--- src/rtl/calc_pkg.sv ---
// Shared definitions for the calc result path: widths, byte indices and state encoding.
// Imported by the serializer, its checksum adder and the bench.
package calc_pkg;

   localparam int CALC_W = 8;

   localparam logic [2:0] IDX_W    = 3'd0;
   localparam logic [2:0] IDX_X    = 3'd1;
   localparam logic [2:0] IDX_Y    = 3'd2;
   localparam logic [2:0] IDX_Z    = 3'd3;
   localparam logic [2:0] IDX_CSUM = 3'd4;

   typedef enum logic {
      S_IDLE = 1'b0,
      S_SEND = 1'b1
   } state_t;

   // Byte for a packet position; hold is packed {w, x, y, z}.
   function automatic logic [CALC_W-1:0] pick_byte(input logic [4*CALC_W-1:0] hold,
                                                   input logic [CALC_W-1:0]   csum,
                                                   input logic [2:0]          idx);
      logic [CALC_W-1:0] b;
      case (idx)
         IDX_W:   b = hold[4*CALC_W-1:3*CALC_W];
         IDX_X:   b = hold[3*CALC_W-1:2*CALC_W];
         IDX_Y:   b = hold[2*CALC_W-1:CALC_W];
         IDX_Z:   b = hold[CALC_W-1:0];
         default: b = csum;
      endcase
      return b;
   endfunction

endpackage

--- src/rtl/calc_csum8.sv ---
// Combinational 4-input modular adder; the packet checksum is the 8-bit sum of w, x, y, z.
module calc_csum8
   import calc_pkg::*;
(
   input  logic [CALC_W-1:0] a_i,
   input  logic [CALC_W-1:0] b_i,
   input  logic [CALC_W-1:0] c_i,
   input  logic [CALC_W-1:0] d_i,
   output logic [CALC_W-1:0] sum_o
);

   // Carries out of bit 7 are discarded by the 8-bit result width.
   assign sum_o = a_i + b_i + c_i + d_i;

endmodule

--- src/rtl/calc_result_serializer.sv ---
// Serializes one {w,x,y,z} result set into a byte stream (optionally plus checksum),
// with back-to-back packet support and a wrapping packet counter.
module calc_result_serializer
   import calc_pkg::*;
#(
   parameter bit SEND_CSUM = 1'b1,
   parameter int CNT_W     = 16
) (
   input  logic              clk,
   input  logic              rst,
   input  logic              in_valid,
   output logic              in_ready,
   input  logic [CALC_W-1:0] in_w,
   input  logic [CALC_W-1:0] in_x,
   input  logic [CALC_W-1:0] in_y,
   input  logic [CALC_W-1:0] in_z,
   output logic              out_valid,
   input  logic              out_ready,
   output logic [CALC_W-1:0] out_data,
   output logic [2:0]        out_idx,
   output logic              out_last,
   output logic [CNT_W-1:0]  pkt_count,
   output state_t            dbg_state
);

   // Handshakes: a transfer happens on a cycle where valid && ready are both high;
   // valid never depends on ready, and once raised stays up until its transfer.

   localparam logic [2:0] LAST = SEND_CSUM ? IDX_CSUM : IDX_Z;

   state_t              state_q, state_d;
   logic [4*CALC_W-1:0] hold_q, hold_d;
   logic [CALC_W-1:0]   csum_q, csum_d;
   logic [CALC_W-1:0]   out_data_q, out_data_d;
   logic [2:0]          out_idx_q, out_idx_d;
   logic                out_last_q, out_last_d;
   logic [CNT_W-1:0]    cnt_q, cnt_d;

   logic [CALC_W-1:0]   csum_in;
   logic                xfer;
   logic                cap;

   calc_csum8 u_csum (
      .a_i   (in_w),
      .b_i   (in_x),
      .c_i   (in_y),
      .d_i   (in_z),
      .sum_o (csum_in)
   );

   assign xfer      = (state_q == S_SEND) && out_ready;
   // Ready reopens during the final byte's transfer so the next set follows with no bubble.
   assign in_ready  = (state_q == S_IDLE) || (xfer && out_last_q);
   assign cap       = in_valid && in_ready;
   assign out_valid = (state_q == S_SEND);
   assign out_data  = out_data_q;
   assign out_idx   = out_idx_q;
   assign out_last  = out_last_q;
   assign pkt_count = cnt_q;
   assign dbg_state = state_q;

   always_comb begin
      state_d    = state_q;
      hold_d     = hold_q;
      csum_d     = csum_q;
      out_data_d = out_data_q;
      out_idx_d  = out_idx_q;
      out_last_d = out_last_q;
      cnt_d      = cnt_q;

      if (xfer && !out_last_q) begin
         out_idx_d  = out_idx_q + 3'd1;
         out_data_d = pick_byte(hold_q, csum_q, out_idx_q + 3'd1);
         out_last_d = ((out_idx_q + 3'd1) == LAST);
      end

      if (xfer && out_last_q) begin
         cnt_d      = cnt_q + CNT_W'(1);
         state_d    = S_IDLE;
         out_data_d = '0;
         out_idx_d  = IDX_W;
         out_last_d = 1'b0;
      end

      // A capture overrides the return to idle when it coincides with the last transfer.
      if (cap) begin
         state_d    = S_SEND;
         hold_d     = {in_w, in_x, in_y, in_z};
         csum_d     = csum_in;
         out_data_d = in_w;
         out_idx_d  = IDX_W;
         out_last_d = 1'b0;
      end
   end

   always_ff @(posedge clk or posedge rst) begin
      if (rst) begin
         state_q    <= S_IDLE;
         hold_q     <= '0;
         csum_q     <= '0;
         out_data_q <= '0;
         out_idx_q  <= IDX_W;
         out_last_q <= 1'b0;
         cnt_q      <= '0;
      end else begin
         state_q    <= state_d;
         hold_q     <= hold_d;
         csum_q     <= csum_d;
         out_data_q <= out_data_d;
         out_idx_q  <= out_idx_d;
         out_last_q <= out_last_d;
         cnt_q      <= cnt_d;
      end
   end

endmodule

--- config.mk ---
export PLATFORM = sky130hd
export DESIGN_NAME = calc_result_serializer
export DESIGN_NICKNAME = d
export VERILOG_FILES = /design/src/rtl/calc_pkg.sv /design/src/rtl/calc_csum8.sv /design/src/rtl/calc_result_serializer.sv
export SDC_FILE = /design/constraint.sdc
export NUM_CORES = 1
export LEC_CHECK = 0
export ABC_AREA = 1
export CAP_MARGIN = 25
export CORE_UTILIZATION = 54
export CTS_CLUSTER_DIAMETER = 100
export DETAILED_ROUTE_END_ITERATION = 10
export GPL_TIMING_DRIVEN = 0
export PLACE_DENSITY_LB_ADDON = 0.2
export SLEW_MARGIN = 20
export SYNTH_ARGS = -nofsm -noshare
export SYNTH_HDL_FRONTEND = slang
export SYNTH_SLANG_ARGS = --single-unit
--- constraint.sdc ---
create_clock -name clk -period 2.35 [get_ports clk]
set_clock_uncertainty 0.05 [all_clocks]
set_input_delay 0.3525 -clock clk [delete_from_list [all_inputs] [get_ports clk]]
set_output_delay 0.3525 -clock clk [all_outputs]
set_load 0.05 [all_outputs]
==> key figures, run 1 <==
Logic synthesis
  • Mapped Avg Cell Area: ~7.9 sq um
  • Yosys reg bits: 69
  • Post-synthesis cell count: 515
  • Syn nets: 578
  • Post-synth cell types: 33
  • Sequential area share after synthesis: 0.4219
  • Post-Syn Area: 4093 sq um
  • Warnings from Yosys: 0

Clock tree
  • Clock Sinks: 69
  • Root buffer cell: clkbuf_8
  • Clock latency on the worst-skew pair: ~0.35 ns
  • CTS tree: built
  • TritonCTS Buffers: 9
  • H-tree levels: 3
  • CTS clk-pin slew, worst paths: 0.08 ns
  • Clock buffer depth: 2

Critical path
  • Req. time, crit path: 2.55 ns
  • RR Endpoint: out_data[4]
  • CP peak stage delay: 0.52 ns
  • Worst EP arrival: 2.63 ns
  • Crit path cell chain: buf_8, inv_8, fa_1, inv_1, fa_1, ha_2, inv_2, fa_2, inv_2, nand4_1, nand3_2, nand3_2, nand3_2, nand2_1
  • Crit path max fanout: 3
  • R2R Path Start: out_idx[0]
  • Worst R2R Path Depth: 8
  • Cell mode on critical path: nand3_2
  • Crit path kind: primary input to register
  • Critical Path End Type: register
  • Reg2reg setup slack: approximately 0.090 ns
  • Startpoint class of the critical path: primary input
  • Slowest CP cell: fa_1

Global route
  • Vias in the first global route: 3499
  • Largest net degree at the start of global routing: 38
  • Global route total overflow: 0
  • Initial antenna violation count: 0
  • Total track usage: 0.2892
  • First-pass GRT wire length: 16870 um

Placed design
  • Routability cong.: 0.8473
  • Hpwl dp: about 7900 um
  • Post-place instance area: 4950 sq um
  • DP Cell Count: 681
  • IO Port Bufs: 66

Route
  • Wire per inst: 15.68 um
  • Routed WL: 11070 um
  • DRT iter0 DRCs: around 210
  • DRC viols: 0
  • Post-route ant nets: 0
  • Pre-Repair DR Iteration Count: 5
  • Vias per cell: 5.436
  • Via count: 3838

STA
  • Relative slew slack: 0.4974
  • Minimum clock period: between 2 and 2.5 ns
  • Tcrit/Tclk final: 1.034
  • Final Slew Violations: 0
  • Final setup margin: -0.07899 ns
  • Finish-stage setup viols: 2
  • RSZ-0062 raised after global routing: yes
  • Highest clock rate: slightly above 0.4 GHz
  • Final hold viol count: 0
  • Slew of the pin with the lowest slew margin: 0.7512 ns

Final layout
  • Layout cell share with drive strength beyond 1: 0.1730
  • Finished Core Util: 0.7256
  • Fill cells: 595
  • Fin nets: between 600 and 700
  • Footprint of the multi-input gates: 2106 sq um
  • N_diodes: 0
  • Design area: 5291 sq um
  • Layout Area Growth over Synthesis: 29.29%
  • Final Non-Filler Cells: slightly above 700
  • Register area: 1727 sq um

Floorplanning
  • DIE WIDTH: 89.06 um
  • Die Ht: 89.06 um
  • Die area: 7931 sq um
  • Starting Density: 0.5613
  • Rows: 31
  • Core area: between 7000 and 8000 sq um
  • I/O pins: 67

Worst hold path
  • Min-Delay Path Depth: 3
  • Hold Crit Start: in_y[1]
  • Hold WC Path Type: primary input to register
  • Worst Hold Endpoint: hold_q[9]

Pwr
  • VDD IR max: 0.6327 mV
  • Total power: 6.068 mW
  • Pwr dens: approximately 1100 nW/um^2
  • Leakage: around 2.7 nW

Run status
  • Failing checks: negative setup slack
  • Status: finished, violations left

Run
  • Maxcap violations: 0
==> metal layers <==
metal  wire [um]  GRT usage  share of wire  vias to the layer above
met5           0          0              0                        -
met4         317     0.1328          0.029                        0
met3         838    0.06002          0.076                       39
met2        5359     0.4678           0.48                      180
met1        4555     0.3766           0.41                     1828
li1            -          -              -                     1791
==> synth_stat cells (all sizes together) <==
| cell | number | area, sq um |
|---|---|---|
| nand2 | 156 | 588.1 |
| inv | 83 | 314.1 |
| dfrtp | 69 | 1727 |
| nand3 | 51 | 255.2 |
| o21ai | 36 | 180.2 |
| nor2 | 30 | 122.6 |
| fa | 14 | 280.3 |
| ha | 13 | 162.7 |
| buf | 9 | 77.57 |
| a22oi | 8 | 60.06 |
| clkbuf | 7 | 26.28 |
| xor2 | 7 | 61.31 |
| nand3b | 6 | 45.04 |
| nand4 | 6 | 37.54 |
| a21oi | 5 | 36.29 |
| xnor2 | 5 | 51.30 |
| nor3 | 4 | 20.02 |
| a21o | 1 | 7.510 |
| mux2 | 1 | 11.26 |
| o21bai | 1 | 7.510 |
| o22a | 1 | 8.760 |
| o22ai | 1 | 6.260 |
| or2 | 1 | 6.260 |
==> power breakdown <==
part / switching, mW / total, mW / internal (mW)
Clock: 0.474 / 0.989 / 0.515
Combinational: 2.03 / 3.15 / 1.13
Sequential: 0.302 / 1.93 / 1.62
Total: 2.80 / 6.07 / 3.27
==> critical path, delay by kind of cell <==
| kind | cells | cell delay (ns) |
|---|---|---|
| adders and majority gates | 4 | 1.59 |
| and+or+nand+nor | 5 | 0.39 |
| buffers and inverters | 5 | 0.29 |
==> how the worst max path moves through the flow <==
| stage | start | to | slack [ns] | depth (start not counted) |
|---|---|---|---|---|
| after floorplan | in_y[1] | csum_q[7] | -0.24 | 13 |
| after global placement | in_y[1] | csum_q[7] | -0.99 | 14 |
| after detailed placement | in_y[1] | csum_q[7] | -1.04 | 14 |
| after CTS | in_x[1] | csum_q[7] | -0.08 | 14 |
| after global routing | in_y[1] | csum_q[7] | -0.17 | 14 |
| final | in_y[1] | csum_q[7] | -0.08 | 14 |
==> registers in the layout, summed over array words and instances, names as in the netlist <==
register / cells
hold_q: 32
pkt_count: 16
csum_q: 8
out_data: 8
out_idx: 3
dbg_state: 1
out_last: 1
==> cell families after synthesis <==
kind of cell    count (synthesis)  share of synthesized area
simple gates                  254                     0.2626
xor+xnor                       12                    0.02752
buf+inv                        99                     0.1021
fa+ha+maj                      27                     0.1082
compound gates                 53                    0.07490
mux                             1                   0.002751
flops                          69                     0.4219
==> layout make-up <==
cell class,count,area share
inverters,83,0.06124
flip-flops and latches,69,0.3263
plain buffers,16,0.01986
clock buffers,10,0.02601
repair buffers,76,0.1334
well taps,99,0.02341
clock inverters,6,0.01182
multi-input cells,347,0.3980
==> cells in the final DEF (no fill, tap or decap), types with 5 or more instances in the layout <==
cell / synthesis / routed
nand4_1: 6 / 6
xor2_1: 7 / 7
o21ai_0: 7 / 5
a22oi_1: 8 / 8
dfrtp_1: 69 / 69
nand3b_1: 6 / 6
clkdlybuf4s15_1: 0 / 5
inv_2: 1 / 26
ha_4: 0 / 5
clkbuf_2: 0 / 7
o21ai_1: 29 / 29
nand3_1: 51 / 47
dlygate4sd2_1: 0 / 7
nand2_1: 155 / 152
clkdlybuf4s50_1: 0 / 44
clkbuf_1: 7 / 6
nor2_1: 28 / 28
buf_4: 3 / 12
fa_2: 0 / 6
ha_1: 13 / 7
clkbuf_8: 0 / 10
buf_6: 4 / 5
inv_1: 81 / 54
fa_1: 14 / 8
==> what timing repair did <==
action / CTS / global route
setup buffers: 6 / 3
gates cloned: 0 / 0
resized for setup: 72 / 28
pin swaps: 31 / 22
setup endpoints to repair: 15 / 12
hold buffers: 0 / 0
==> per-stage QoR <==
| step | hold WS, ns | setup WS [ns] | setup TNS [ns] |
|---|---|---|---|
| 2_1_floorplan | 0.3832 | -0.2381 | -0.5860 |
| 3_3_place_gp | 0.4015 | -0.9915 | -71.42 |
| 3_5_place_dp | 0.3999 | -1.040 | -5.657 |
| 4_1_cts | 0.1905 | -0.07841 | -0.09787 |
| 5_1_grt | 0.2056 | -0.1706 | -0.3574 |
| 6_report | 0.1860 | -0.07899 | -0.1040 |
(Power assumes the default switching activity.)
==> inputs of run 2 (changes only) <==
--- a/config.mk
+++ b/config.mk
@@ -15,4 +15,5 @@
 export SLEW_MARGIN = 20
 export SYNTH_ARGS = -nofsm -noshare
 export SYNTH_HDL_FRONTEND = slang
+export SYNTH_HIERARCHICAL = 1
 export SYNTH_SLANG_ARGS = --single-unit
==> run 2 against run 1 <==
The run still ends with negative setup slack left. Synthesized cell count increased by 10%. Wire length decreased by 9.7%. Design area increased by 1.4%. Maximum frequency is 0.97% lower. Die area is 4.3% higher. Sequential power is essentially flat. First-iteration DRC count grew 3.8%. Non-clock buffer count shrank 4. Register-to-register slack gained 0.21 ns. Via count shrank 0.91%. Highest routed layer unchanged.
==> key figures, run 2 <==
Global route
  • First-pass GRT wire length: about 17000 um
  • Total track usage: 0.2626
  • Global route total overflow: 0
  • Largest net degree at the start of global routing: 58
  • Initial antenna violation count: 0
  • Vias in the first global route: 3770

Logic synthesis
  • Post-Syn Area: 4272 sq um
  • Yosys top cell area share: 0.4042
  • Post-synthesis cell count: 567
  • Post-synth EDFFs: 0
  • Ys flop type: dfrtp_1
  • Share of flip-flops with an asynchronous set or reset: 1.000
  • Post-synth cell types: 31
  • Warnings from Yosys: 6
  • Mapped Avg Cell Area: 7.534 sq um
  • Syn nets: 630
  • Yosys reg bits: 69
  • Synth cell count leaders: nand2_1, inv_1, dfrtp_1, nand3_1, nor2_1
  • Sequential area share after synthesis: 0.4042
  • Ranking of synthesized cells by area: dfrtp_1, nand2_1, inv_1, fa_1, nand3_1
  • Most frequent cell after synthesis: nand2_1
  • Post-synth top area cell: dfrtp_1

Pwr
  • VDD IR max: 0.5471 mV
  • Sw Share: 0.4447
  • Total power: a little under 6 mW
  • Sequential power share: 0.332
  • Sw power: 2.608 mW
  • Clock power frac: 0.161
  • Leakage: 2.898 nW
  • Comb pwr share: 0.507
  • Pint: 3.258 mW
  • Pwr dens: 1093 nW/um^2

Critical path
  • Buf/Inv on CP: 5
  • Req. time, crit path: 2.57 ns
  • Critical Path End Type: register
  • Crit path kind: primary input to register
  • Worst EP arrival: 2.67 ns
  • Slowest CP cell: fa_1
  • Family with the most delay on the worst path: adder cells
  • Crit path max fanout: 2
  • Crit path cell chain: buf_6, inv_8, fa_1, inv_1, fa_1, ha_2, inv_2, fa_2, inv_2, nand2_2, nand3_1, nand3_1, nand2_1, nand2_1, o21ai_1
  • Startpoint class of the critical path: primary input
  • CP peak stage delay: about 0.53 ns

Clock tree
  • TritonCTS Buffers: 9
  • Clock Sinks: 69
  • Clock latency on the worst-skew pair: 0.34 ns
  • Root buffer cell: clkbuf_8
  • CTS clk-pin slew, worst paths: about 0.08 ns
  • Clock buffer depth: 2
  • H-tree levels: 3
  • Hold-fix buffers, CTS: 0
  • CTS tree: built

Final layout
  • Commonest non-fill, non-tap cells in the layout: nand2_1, inv_1, dfrtp_1, nand3_1, clkdlybuf4s50_1
  • Largest register by flop count: hold_q
  • Fin nets: 712
  • Max reg flops: 32
  • Final Non-Filler Cells: around 760
  • Finished Core Util: 0.6979
  • N_diodes: 0
  • Layout Area Growth over Synthesis: 25.60%
  • Commonest non-fill, non-tap cell in the layout: nand2_1
  • Layout cell share with drive strength beyond 1: 0.1590

Route
  • Routed WL: 10000 um
  • Wire per inst: 13.23 um
  • Pre-Repair DR Iteration Count: 4
  • DRT iter0 DRCs: approximately 220
  • Via count: between 3000 and 4000
  • DRC viols: 0
  • Vias per cell: between 5 and 6
  • Post-route ant nets: 0

STA
  • Slew of the pin with the lowest slew margin: 0.6675 ns
  • Finish-stage setup viols: 3
  • Final setup margin: -0.1029 ns
  • RSZ-0062 raised after global routing: yes
  • Final hold viol count: 0
  • Final Slew Violations: 0
  • Highest clock rate: between 0.4 and 0.5 GHz
  • Tcrit/Tclk final: 1.044
  • Minimum clock period: 2.453 ns
  • Fin Setup TNS: -0.2218 ns
  • Relative slew slack: 0.5533

Floorplanning
  • Die area: approximately 8300 sq um
  • Rows: 32
  • Starting Density: 0.5557
  • Core area: 7687 sq um
  • Die Ht: 90.94 um
  • DIE WIDTH: a little over 90 um
  • I/O pins: 67

Placed design
  • Routability cong.: 0.8729
  • DP Cell Count: about 740
  • IO Port Bufs: 66
  • Dpl ws: -1.037 ns
  • Hpwl dp: roughly 7600 um

Run
  • Maxcap violations: 0

Worst hold path
  • Hold WC Path Type: primary input to register

Run status
  • Failing checks: negative setup slack
  • Status: finished, violations left
-- run 2: cell type report --
cell class / count / area (sq um)
buffer: 17 / 108.9
clock buffer: 11 / 141.4
clock inverter: 5 / 50.05
fill: 650 / 2322
inverter: 97 / 374.1
multi-input combinational: 384 / 2190
sequential: 69 / 1727
tap: 102 / 127.6
timing repair buffer: 71 / 646.9
-- run 2: repair_timing --
action	4_1_cts	5_1_grt
buffers inserted	4	0
pin swaps	24	19
endpoints found under the setup margin	7	5
gates resized for setup	59	34
-- run 2: final timing paths --
check                           startpoint             to  slack [ns]  cells past startpoint
worst max register to register  out_idx[0]    out_data[7]        0.30                      8
worst min register to register  hold_q[19]     hold_q[19]        0.43                      2
worst min-delay path               in_y[2]     hold_q[10]        0.17                      3
max in group asynchronous              rst     hold_q[12]        1.51                      3
min in group asynchronous              rst  pkt_count[11]        0.22                      2
worst max-delay path               in_y[1]      csum_q[7]       -0.10                     15
-- run 2: power groups by stage --
stage | logic (mW) | clock network [mW] | registers [mW]
floorplan | 1.68 | 0 | 2.30
global placement | 2.75 | 0 | 1.94
detailed placement | 2.83 | 0 | 1.96
CTS | 2.90 | 0.956 | 1.94
global route | 3.30 | 1.01 | 2.00
finish | 2.98 | 0.945 | 1.95
-- run 2: logic make-up after synthesis --
logic type               synth area share
AO/OA/AOI/OAI                     0.04775
XOR/XNOR                          0.02871
adder cells (fa/ha/maj)            0.1037
AND/OR/NAND/NOR                    0.3049
buffers and inverters              0.1107
flip-flops                         0.4042
-- run 2: worst register-to-register path, cell delays in order (launching register included) --
cell and delay [ns]:
dfrtp_1 0.45, inv_1 0.13, ha_1 0.21, clkbuf_1 0.22, o21ai_2 0.37, nand2_1 0.29, nand2_1 0.14, nand2_1 0.07
nand2_1 0.06
-- run 2: routing by layer --
| metal | share of wire | wire [um] | global-route usage | vias up |
|---|---|---|---|---|
| li1 | - | - | - | 1892 |
| met1 | 0.42 | 4240 | 0.3320 | 1781 |
| met2 | 0.50 | 5039 | 0.4558 | 113 |
| met3 | 0.051 | 510 | 0.03685 | 17 |
| met4 | 0.021 | 210 | 0.1019 | 0 |
| met5 | 0 | 0 | 0 | - |
-- run 2: through the flow --
step                hold WS, ns  instance area (sq um)
floorplan                0.3995                   4324
global placement         0.4130                   5112
global route             0.1727                   5365
detailed placement       0.4157                   5142
CTS                      0.1681                   5374
finish                   0.1668                   5365
==> inputs of run 3 (changes only) <==
--- a/config.mk
+++ b/config.mk
@@ -8,6 +8,7 @@
 export ABC_AREA = 1
 export CAP_MARGIN = 25
 export CORE_UTILIZATION = 54
+export CTS_BUF_LIST = sky130_fd_sc_hd__clkbuf_4 sky130_fd_sc_hd__clkbuf_8 sky130_fd_sc_hd__clkbuf_16
 export CTS_CLUSTER_DIAMETER = 100
 export DETAILED_ROUTE_END_ITERATION = 10
 export GPL_TIMING_DRIVEN = 0
==> run 3 against run 2 <==
The flow still finishes with violations (negative setup slack). Cell count is the same. Global-route usage stayed put. Clock power grew 1%. Critical path type unchanged. Largest cell class unchanged.
==> key figures, run 3 (synthesis results as in run 2) <==
Final layout
  • Layout Area Growth over Synthesis: 25.69%
  • Max reg flops: 32
  • Commonest non-fill, non-tap cell in the layout: nand2_1
  • N_diodes: 0
  • Design area: roughly 5400 sq um
  • Commonest non-fill, non-tap cells in the layout: nand2_1, inv_1, dfrtp_1, nand3_1, clkdlybuf4s50_1
  • Largest register by flop count: hold_q
  • Finished Core Util: 0.6984
  • Fin nets: 712
  • Layout cell share with drive strength beyond 1: 0.1606
  • Final Non-Filler Cells: 756

Floorplanning
  • Core area: around 7700 sq um
  • Rows: 32
  • Starting Density: 0.5557
  • I/O pins: 67
  • Die area: about 8300 sq um
  • Die Ht: 90.94 um
  • DIE WIDTH: 90.94 um

STA
  • Relative slew slack: 0.5533
  • Finish-stage setup viols: 3
  • Highest clock rate: 0.4073 GHz
  • Final setup margin: -0.1050 ns
  • Tcrit/Tclk final: 1.045
  • Minimum clock period: ~2.5 ns
  • RSZ-0062 raised after global routing: yes
  • Final hold viol count: 0
  • Final Slew Violations: 0
  • Slew of the pin with the lowest slew margin: 0.6675 ns
  • Fin Setup TNS: -0.2233 ns

Route
  • Vias per cell: around 5
  • DRT iter0 DRCs: 215
  • Routed WL: roughly 10000 um
  • Post-route ant nets: 0
  • Pre-Repair DR Iteration Count: 5
  • Via count: 3800
  • Wire per inst: 13.22 um
  • DRC viols: 0

Worst hold path
  • Hold WC Path Type: primary input to register
  • Min-Delay Path Depth: 3

Clock tree
  • Clock Sinks: 69
  • CTS tree: built
  • Root buffer cell: clkbuf_8
  • TritonCTS Buffers: 9
  • Clock buffer depth: 2
  • Hold-fix buffers, CTS: 0
  • CTS clk-pin slew, worst paths: 0.08 ns
  • H-tree levels: 3
  • Clock latency on the worst-skew pair: 0.34 ns

Global route
  • Total track usage: 0.2626
  • First-pass GRT wire length: 17170 um
  • Initial antenna violation count: 0
  • Largest net degree at the start of global routing: 58
  • Vias in the first global route: 3770
  • Global route total overflow: 0

Critical path
  • Crit path max fanout: 2
  • CP peak stage delay: approximately 0.53 ns
  • Worst R2R Path Depth: 8
  • Startpoint class of the critical path: primary input
  • Critical Path End Type: register
  • Req. time, crit path: 2.57 ns
  • Slowest CP cell: fa_1
  • Worst EP arrival: 2.67 ns
  • Crit path cell chain: buf_6, inv_8, fa_1, inv_1, fa_1, ha_2, inv_2, fa_2, inv_2, a31oi_2, xnor2_1, nand2_1, o21ai_1
  • Crit path kind: primary input to register

Pwr
  • Total power: ~5.9 mW
  • Pwr dens: 1095 nW/um^2
  • VDD IR max: 0.5471 mV
  • Leakage: 2.902 nW

Placed design
  • DP Cell Count: 736
  • Routability cong.: 0.8729
  • Hpwl dp: 7596 um
  • IO Port Bufs: 66
  • Post-place instance area: 5142 sq um

Run
  • Maxcap violations: 0

Run status
  • Status: finished, violations left
  • Failing checks: negative setup slack
run 3: changes by cell type in the layout (fill, tap and decap cells not counted):
| cell | previous run | this run |
|---|---|---|
| clkbuf_1 | 5 | 4 |
| clkbuf_4 | 0 | 1 |
run 3: report_power, final:
part	leakage, nW	switching (mW)	internal [mW]	total, mW
Sequential	0.850	0.287	1.66	1.95
Combinational	1.95	1.89	1.09	2.98
Clock	0.106	0.433	0.524	0.957
Total	2.90	2.61	3.27	5.88
run 3: worst max-delay path, delay by kind of cell:
kind	cells	cell delay [ns]
AO/OA/AOI/OAI	2	0.15
XOR/XNOR	1	0.19
adder cells (fa/ha/maj)	4	1.60
buffers and inverters	5	0.30
AND/OR/NAND/NOR	1	0.08
run 3: through the flow:
| stage | hold WS (ns) | worst slack (ns) |
|---|---|---|
| floorplan | 0.3995 | -0.2467 |
| global placement | 0.4130 | -1.015 |
| detailed placement | 0.4157 | -1.037 |
| CTS | 0.1676 | -0.06470 |
| global route | 0.1723 | -0.1849 |
| finish | 0.1661 | -0.1050 |
run 3: cell type report:
class	count	area [sq um]
buffer	17	108.9
timing repair buffer	71	646.9
clock buffer	11	145.1
inverter	97	374.1
fill	651	2318
clock inverter	5	50.05
tap	102	127.6
sequential	69	1727
multi-input combinational	384	2190
run 3: routing by layer:
metal	GRT usage	part of all wire	vias up
li1	-	-	1890
met1	0.3320	0.42	1780
met2	0.4558	0.50	113
met3	0.03685	0.051	17
met4	0.1019	0.021	0
met5	0	0	-
run 3: final timing paths:
check                      startpoint            end  slack (ns)
max                           in_y[1]      csum_q[5]       -0.11
min                           in_y[2]     hold_q[10]        0.17
max reg2reg                out_idx[0]    out_data[7]        0.30
min reg2reg                hold_q[19]     hold_q[19]        0.43
max in group asynchronous         rst     hold_q[12]        1.51
min in group asynchronous         rst  pkt_count[11]        0.22
run 3: timing repair:
action                     in CTS  in global routing
setup buffers                   4                  0
resized for setup              59                 34
setup endpoints to repair       7                  5
pin swaps                      24                 19
